===== src/rtl/shift_pkg.sv =====
// Shared types and helpers for the shift execution stage.
// Op encodings, datapath width and the bit-reversal helper used for right shifts.
package shift_pkg;

  localparam int SH_XLEN  = 32;
  localparam int SH_TAG_W = 5;

  typedef enum logic [2:0] {
    SHOP_SLL = 3'b000,
    SHOP_SRL = 3'b001,
    SHOP_SRA = 3'b010,
    SHOP_ROL = 3'b011,
    SHOP_ROR = 3'b100
  } shop_t;

  function automatic logic [SH_XLEN-1:0] rev32(input logic [SH_XLEN-1:0] v);
    logic [SH_XLEN-1:0] r;
    r = {SH_XLEN{1'b0}};
    for (int i = 0; i < SH_XLEN; i++) begin
      r[i] = v[SH_XLEN-1-i];
    end
    return r;
  endfunction

endpackage


===== src/rtl/shift_exec_stage_if.sv =====
// Issue-side and writeback-side handshake bundle for shift_exec_stage.
// Op codes travel as raw 3-bit values so unsupported encodings can be presented.
interface shift_exec_stage_if
  import shift_pkg::*;
#(
  parameter int TAG_W = SH_TAG_W
);

  logic                in_valid;
  logic                in_ready;
  logic [2:0]          in_op;
  logic [SH_XLEN-1:0]  in_a;
  logic [4:0]          in_shamt;
  logic [TAG_W-1:0]    in_tag;
  logic                flush;
  logic                out_valid;
  logic                out_ready;
  logic [SH_XLEN-1:0]  out_res;
  logic [TAG_W-1:0]    out_tag;
  logic                out_illegal;

  modport master (
    output in_valid, in_op, in_a, in_shamt, in_tag, flush, out_ready,
    input  in_ready, out_valid, out_res, out_tag, out_illegal
  );

  modport slave (
    input  in_valid, in_op, in_a, in_shamt, in_tag, flush, out_ready,
    output in_ready, out_valid, out_res, out_tag, out_illegal
  );

endinterface


===== src/rtl/shift_left32.sv =====
// 32-bit logarithmic left barrel shifter, zero fill.
// Shared by all shift/rotate flavours of the execution stage.
module shift_left32 (
  input  logic [31:0] a,
  input  logic [4:0]  shamt,
  output logic [31:0] y
);

  logic [31:0] st1_s;
  logic [31:0] st2_s;
  logic [31:0] st4_s;
  logic [31:0] st8_s;

  assign st1_s = shamt[0] ? {a[30:0],     1'b0}  : a;
  assign st2_s = shamt[1] ? {st1_s[29:0], 2'b00} : st1_s;
  assign st4_s = shamt[2] ? {st2_s[27:0], 4'h0}  : st2_s;
  assign st8_s = shamt[3] ? {st4_s[23:0], 8'h00} : st4_s;
  assign y     = shamt[4] ? {st8_s[15:0], 16'h0000} : st8_s;

endmodule


===== src/rtl/shift_exec_stage.sv =====
// Two-stage pipelined RV32 shift unit (SLL/SRL/SRA) with valid/ready, flush and backpressure.
// Build option SHIFT_ROTATE_EN adds ROL/ROR; without it those codes report out_illegal.
module shift_exec_stage
  import shift_pkg::*;
#(
  parameter int XLEN  = SH_XLEN,
  parameter int TAG_W = SH_TAG_W
) (
  input  logic               clk,
  input  logic               rst,
  shift_exec_stage_if.slave  bus
);

  logic              s1_valid_r;
  logic [2:0]        s1_op_r;
  logic [XLEN-1:0]   s1_a_r;
  logic [4:0]        s1_shamt_r;
  logic [TAG_W-1:0]  s1_tag_r;

  logic              s2_valid_r;
  logic [XLEN-1:0]   s2_res_r;
  logic [TAG_W-1:0]  s2_tag_r;
  logic              s2_illegal_r;

  logic              s2_adv_s;
  logic              s1_adv_s;
  logic              in_ready_s;
  logic              accept_s;
  logic              move_s;

  logic [XLEN-1:0]   a_rev_s;
  logic [XLEN-1:0]   l0_in_s;
  logic [XLEN-1:0]   l0_out_s;
  logic [XLEN-1:0]   res_s;
  logic              illegal_s;

  assign s2_adv_s   = !s2_valid_r || bus.out_ready;
  assign s1_adv_s   = !s1_valid_r || s2_adv_s;
  // A flush kills everything in flight, so the input can always be (and is) dropped then.
  assign in_ready_s = s1_adv_s || bus.flush;
  assign accept_s   = bus.in_valid && in_ready_s && !bus.flush;
  assign move_s     = s1_valid_r && s2_adv_s;

  assign a_rev_s = rev32(s1_a_r);

  // Left-type ops feed the operand straight in; right-type ops shift the reversed operand.
  always_comb begin
    l0_in_s = a_rev_s;
    case (s1_op_r)
      SHOP_SLL: l0_in_s = s1_a_r;
      SHOP_ROL: l0_in_s = s1_a_r;
      default:  l0_in_s = a_rev_s;
    endcase
  end

  shift_left32 u_shl0 (
    .a     (l0_in_s),
    .shamt (s1_shamt_r),
    .y     (l0_out_s)
  );

`ifdef SHIFT_ROTATE_EN
  logic [XLEN-1:0] l1_in_s;
  logic [XLEN-1:0] l1_out_s;
  logic [4:0]      l1_shamt_s;

  // Complementary amount (32 - s) mod 32; s = 0 gives a zero shift and the OR yields a.
  assign l1_shamt_s = 5'd0 - s1_shamt_r;

  // Second shifter supplies the wrapped-around half of a rotate.
  always_comb begin
    l1_in_s = s1_a_r;
    if (s1_op_r == SHOP_ROL) begin
      l1_in_s = a_rev_s;
    end else begin
      l1_in_s = s1_a_r;
    end
  end

  shift_left32 u_shl1 (
    .a     (l1_in_s),
    .shamt (l1_shamt_s),
    .y     (l1_out_s)
  );
`endif

  // Result select; unsupported op codes produce zero and flag illegal.
  always_comb begin
    res_s     = {XLEN{1'b0}};
    illegal_s = 1'b0;
    case (s1_op_r)
      SHOP_SLL: res_s = l0_out_s;
      SHOP_SRL: res_s = rev32(l0_out_s);
      SHOP_SRA: res_s = rev32(l0_out_s) |
                        (s1_a_r[XLEN-1] ? ~({XLEN{1'b1}} >> s1_shamt_r) : {XLEN{1'b0}});
`ifdef SHIFT_ROTATE_EN
      SHOP_ROL: res_s = l0_out_s | rev32(l1_out_s);
      SHOP_ROR: res_s = rev32(l0_out_s) | l1_out_s;
`endif
      default: begin
        res_s     = {XLEN{1'b0}};
        illegal_s = 1'b1;
      end
    endcase
  end

  // S1 operand register: refills on accept, empties when it advances with nothing new.
  always_ff @(posedge clk or posedge rst) begin
    if (rst) begin
      s1_valid_r <= 1'b0;
      s1_op_r    <= 3'b000;
      s1_a_r     <= {XLEN{1'b0}};
      s1_shamt_r <= 5'd0;
      s1_tag_r   <= {TAG_W{1'b0}};
    end else begin
      if (bus.flush) begin
        s1_valid_r <= 1'b0;
      end else if (s1_adv_s) begin
        s1_valid_r <= accept_s;
      end else begin
        s1_valid_r <= s1_valid_r;
      end
      if (accept_s) begin
        s1_op_r    <= bus.in_op;
        s1_a_r     <= bus.in_a;
        s1_shamt_r <= bus.in_shamt;
        s1_tag_r   <= bus.in_tag;
      end
    end
  end

  // S2 result register: holds while writeback stalls, so out_* stay stable.
  always_ff @(posedge clk or posedge rst) begin
    if (rst) begin
      s2_valid_r   <= 1'b0;
      s2_res_r     <= {XLEN{1'b0}};
      s2_tag_r     <= {TAG_W{1'b0}};
      s2_illegal_r <= 1'b0;
    end else begin
      if (bus.flush) begin
        s2_valid_r <= 1'b0;
      end else if (s2_adv_s) begin
        s2_valid_r <= s1_valid_r;
      end else begin
        s2_valid_r <= s2_valid_r;
      end
      if (move_s) begin
        s2_res_r     <= res_s;
        s2_tag_r     <= s1_tag_r;
        s2_illegal_r <= illegal_s;
      end
    end
  end

  assign bus.in_ready    = in_ready_s;
  assign bus.out_valid   = s2_valid_r;
  assign bus.out_res     = s2_res_r;
  assign bus.out_tag     = s2_tag_r;
  assign bus.out_illegal = s2_illegal_r;

endmodule


===== src/flat_wrapper.sv =====
// flat-port wrapper written by rule: the top's interface ports become plain ports
module shift_exec_stage_flat import shift_pkg::*;
#(
  parameter int XLEN  = SH_XLEN,
  parameter int TAG_W = SH_TAG_W
)
  (clk, rst, bus_in_valid, bus_in_op, bus_in_a, bus_in_shamt, bus_in_tag, bus_flush, bus_out_ready, bus_in_ready, bus_out_valid, bus_out_res, bus_out_tag, bus_out_illegal);
  shift_exec_stage_if #(.TAG_W(TAG_W)) bus_i ();
  input  logic clk;
  input  logic rst;
  input wire logic [$bits(bus_i.in_valid)-1:0] bus_in_valid;
  input wire logic [$bits(bus_i.in_op)-1:0] bus_in_op;
  input wire logic [$bits(bus_i.in_a)-1:0] bus_in_a;
  input wire logic [$bits(bus_i.in_shamt)-1:0] bus_in_shamt;
  input wire logic [$bits(bus_i.in_tag)-1:0] bus_in_tag;
  input wire logic [$bits(bus_i.flush)-1:0] bus_flush;
  input wire logic [$bits(bus_i.out_ready)-1:0] bus_out_ready;
  output wire logic [$bits(bus_i.in_ready)-1:0] bus_in_ready;
  output wire logic [$bits(bus_i.out_valid)-1:0] bus_out_valid;
  output wire logic [$bits(bus_i.out_res)-1:0] bus_out_res;
  output wire logic [$bits(bus_i.out_tag)-1:0] bus_out_tag;
  output wire logic [$bits(bus_i.out_illegal)-1:0] bus_out_illegal;
  assign bus_i.in_valid = bus_in_valid;
  assign bus_i.in_op = bus_in_op;
  assign bus_i.in_a = bus_in_a;
  assign bus_i.in_shamt = bus_in_shamt;
  assign bus_i.in_tag = bus_in_tag;
  assign bus_i.flush = bus_flush;
  assign bus_i.out_ready = bus_out_ready;
  assign bus_in_ready = bus_i.in_ready;
  assign bus_out_valid = bus_i.out_valid;
  assign bus_out_res = bus_i.out_res;
  assign bus_out_tag = bus_i.out_tag;
  assign bus_out_illegal = bus_i.out_illegal;
  shift_exec_stage #(.XLEN(XLEN), .TAG_W(TAG_W)) u_core (.clk(clk), .rst(rst), .bus(bus_i));
endmodule

===== config.mk =====
export PLATFORM = sky130hd
export DESIGN_NAME = shift_exec_stage_flat
export DESIGN_NICKNAME = d
export VERILOG_FILES = /design/src/rtl/shift_pkg.sv /design/src/rtl/shift_exec_stage_if.sv /design/src/rtl/shift_left32.sv /design/src/rtl/shift_exec_stage.sv /design/src/flat_wrapper.sv
export SDC_FILE = /design/constraint.sdc
export NUM_CORES = 1
export LEC_CHECK = 0
export CORE_UTILIZATION = 34
export DETAILED_ROUTE_END_ITERATION = 7
export SLEW_MARGIN = 30
export SYNTH_ARGS = -nofsm -noshare
export SYNTH_HDL_FRONTEND = slang
export SYNTH_SLANG_ARGS = --single-unit

===== constraint.sdc =====
create_clock -name clk -period 7.81 [get_ports clk]
set_input_delay 2.343 -clock clk [delete_from_list [all_inputs] [get_ports clk]]
set_output_delay 2.343 -clock clk [all_outputs]
set_load 0.005 [all_outputs]

==> out/metrics.csv <==
metric;value;unit
status;finished clean;
Die ar.;19890;um^2
CORE AREA;18830;um^2
syn_nets;804;
post-CTS sizing;0;
Root Buffer Master;clkbuf_16;
fin crit period;6129;ps
max-cap check violation count;0;
Final ANT Viol Nets;0;
Port Buffer Count;89;
post-DP HPWL;15980;um
Synth async-reset ratio;100.0;%
fraction of layout cells with a size suffix above 1;15.08;%
Yosys warning count;0;
Clk pin slew, worst setup/hold paths;60;ps
CP Class;in -> out;
Post-synth EDFFs;0;
top_reg_cell synth;dfrtp_1;
Final GP Congestion;0.9567;
IR drop worst, VDD;0.1191;mV
post-placement cell count;1053;
final hold vios;0;
FMAX;163.2;MHz
cell family with most CP delay;buffers and inverters;
Netlist cell types;63;
synthesized area per cell;8.717;um^2
H-tree lvl count;3;
RSZ-0062 raised after global routing;false;
CP max stage cell;clkdlybuf4s50_1;
vias;6570;
Worst Skew;14.22;ps
worst-path fanout max;4;
Reg2Reg Setup Slack;3940;ps
worst path arrival time;3790;ps
cell mode on critical path;clkdlybuf4s50_1;
endpoints failing setup;0;
total clock buffers created by CTS;9;
CTS Buffer Depth;2;
Tot GR Track Use;23.11;%
first-pass GRT wire length;35360;um
Final Max Slew Viols;0;
worst-path cell chain;clkdlybuf4s50_1 -> nor2b_1 -> nand2_1 -> or2_2 -> clkdlybuf4s50_1;
fin cells;1069;
CP Launch Type;input pin;
largest net degree at the start of global routing;84;
vias in the first global route;6052;
LEAKAGE;3.075;nW
num rows;50;
hold path cells;2;
DR vias/cell;6.146;
Seq/Total Area, Yosys;32.36;%
routed len/inst;20.89;um
final net count;854;
area of the mapped netlist;6573;um^2
Initial Util;34.90;%
area delta synth->final;20.64;%
drt pass-1 iters;6;
Top Ports;90;
DRC;0;
Commonest cells post-synth;nand2_1 (98), dfrtp_1 (85), o21ai_0 (60);
Worst Tran Pin Value;935.7;ps
initial antenna violation count;0;
top cell type by total area after synthesis;dfrtp_1;
largest cells by area after synthesis;dfrtp_1 (32%), mux2_2 (8.4%), mux4_2 (6.2%);
hold buffer count at cts;0;
Syn Inst Count;754;
#FFs+latches synth;85;
Worst-Skew Late Latency;360;ps
most frequent cell after synthesis;nand2_1;
worst path bufs/invs;2;
setup TNS;0;ps
worst r2r path cells;8;
CTS tree;yes;
Slowest Stage Delay on Critical Path;440;ps
Sink Count;85;
Final period util;78.48;%
number of stages on the worst setup path;5;
drt total wl;22330;um
share of the synthesized area in the top cell type;32.36;%
Post-CTS Setup Inserts;0;
GRT overflow;0;
Max-slew headroom;37.23;%
worst min path class;reg -> reg;
Chip Height;141.0;um
CP required;5470;ps
width of the die;141.0;um
nature of the critical path endpoint;primary output;
fill count;1910;
drt initial violations;895;
# diodes;0;
Pwr Density;253.9;nW/um^2
==> registers in the layout (all words and copies together), names as in the netlist <==
register	count
u_core.s1_a_r	32
u_core.s1_valid_r	1
u_core.bus.out_illegal	1
u_core.s1_tag_r	5
u_core.bus.out_tag	5
u_core.s1_shamt_r	5
u_core.s1_op_r	3
u_core.bus.out_res	32
u_core.bus.out_valid	1
==> cell type report <==
class | instances | area [um^2] | area share (%)
clock buffers | 9 | 225.2 | 2.840
inverters | 10 | 38.79 | 0.4892
flip-flops and latches | 85 | 2130 | 26.86
multi-input cells | 595 | 4164 | 52.52
well taps | 260 | 325.3 | 4.103
repair buffers | 103 | 996.0 | 12.56
clock inverters | 7 | 50.05 | 0.6312
==> metrics by stage <==
stage,util (%),cell area (um^2),hold slack (ps),setup WS (ps),total power (W)
after floorplan,-,6573,433.1,2575,0.001228
after global placement,40.64,7652,442.3,1679,0.001582
after detailed placement,40.64,7654,444.8,1676,0.001587
after CTS,42.11,7929,460.1,1668,0.001998
after global routing,42.11,7929,493.6,1537,0.002123
final,42.11,7929,454.3,1681,0.002013
==> layout by cell type, fill, tap and decap left out, drive strengths merged, types with 12 or more instances in the layout <==
master	Yosys	layout
nand2	98	98
clkdlybuf4s50	0	89
dfrtp	85	85
o21ai	60	60
nor2	56	56
mux2	50	50
nand2b	29	29
a21oi	29	29
a22oi	26	26
a211oi	24	24
nand3	24	24
mux4	18	18
mux2i	16	16
buf	20	14
a221o	13	13
o221ai	12	12
or2	12	12
o211ai	12	12
==> report_power, final <==
part	internal, W	total, W	leakage [nW]	switching (W)
registers	0.000521	0.000593	1.06	0.0000718
clock network	0.000216	0.000405	0.128	0.000189
logic	0.000423	0.00102	1.89	0.000593
total	0.00116	0.00201	3.08	0.000854
==> metal layers <==
metal	global-route usage, %	part of all wire, %	vias to the layer above
li1	-	-	2969
met1	33.37	45	3197
met2	33.96	43	350
met3	3.940	7.9	54
met4	9.497	3.4	0
met5	0	0	-
==> path summary, 6_finish.rpt <==
check                                        start                     end
worst max register to register   u_core.s1_op_r[2]  u_core.bus.out_res[31]
worst min-delay path            u_core.s1_tag_r[4]   u_core.bus.out_tag[4]
worst max-delay path                 bus_out_ready            bus_in_ready
worst min register to register  u_core.s1_tag_r[4]   u_core.bus.out_tag[4]
min in group asynchronous                      rst       u_core.s1_a_r[14]
max in group asynchronous                      rst    u_core.s1_shamt_r[0]
==> worst register-to-register path, delay by kind of cell (launching register included) <==
| family | cells | cell delay [ps] |
|---|---|---|
| compound gates | 4 | 1820 |
| buf+inv | 2 | 1210 |
| flops | 1 | 320 |
| mux | 1 | 290 |
| simple gates | 1 | 160 |
==> cells by family after synthesis <==
| kind of cell | share of synthesized area [%] |
|---|---|
| DFF | 32.36 |
| xor gates and xnor gates | 0.5521 |
| and+or+nand+nor | 17.88 |
| muxes | 17.23 |
| buffers and inverters | 4.493 |
| AOI/OAI and AO/OA | 27.49 |
No activity file was read; power rests on OpenSTA's default activity.
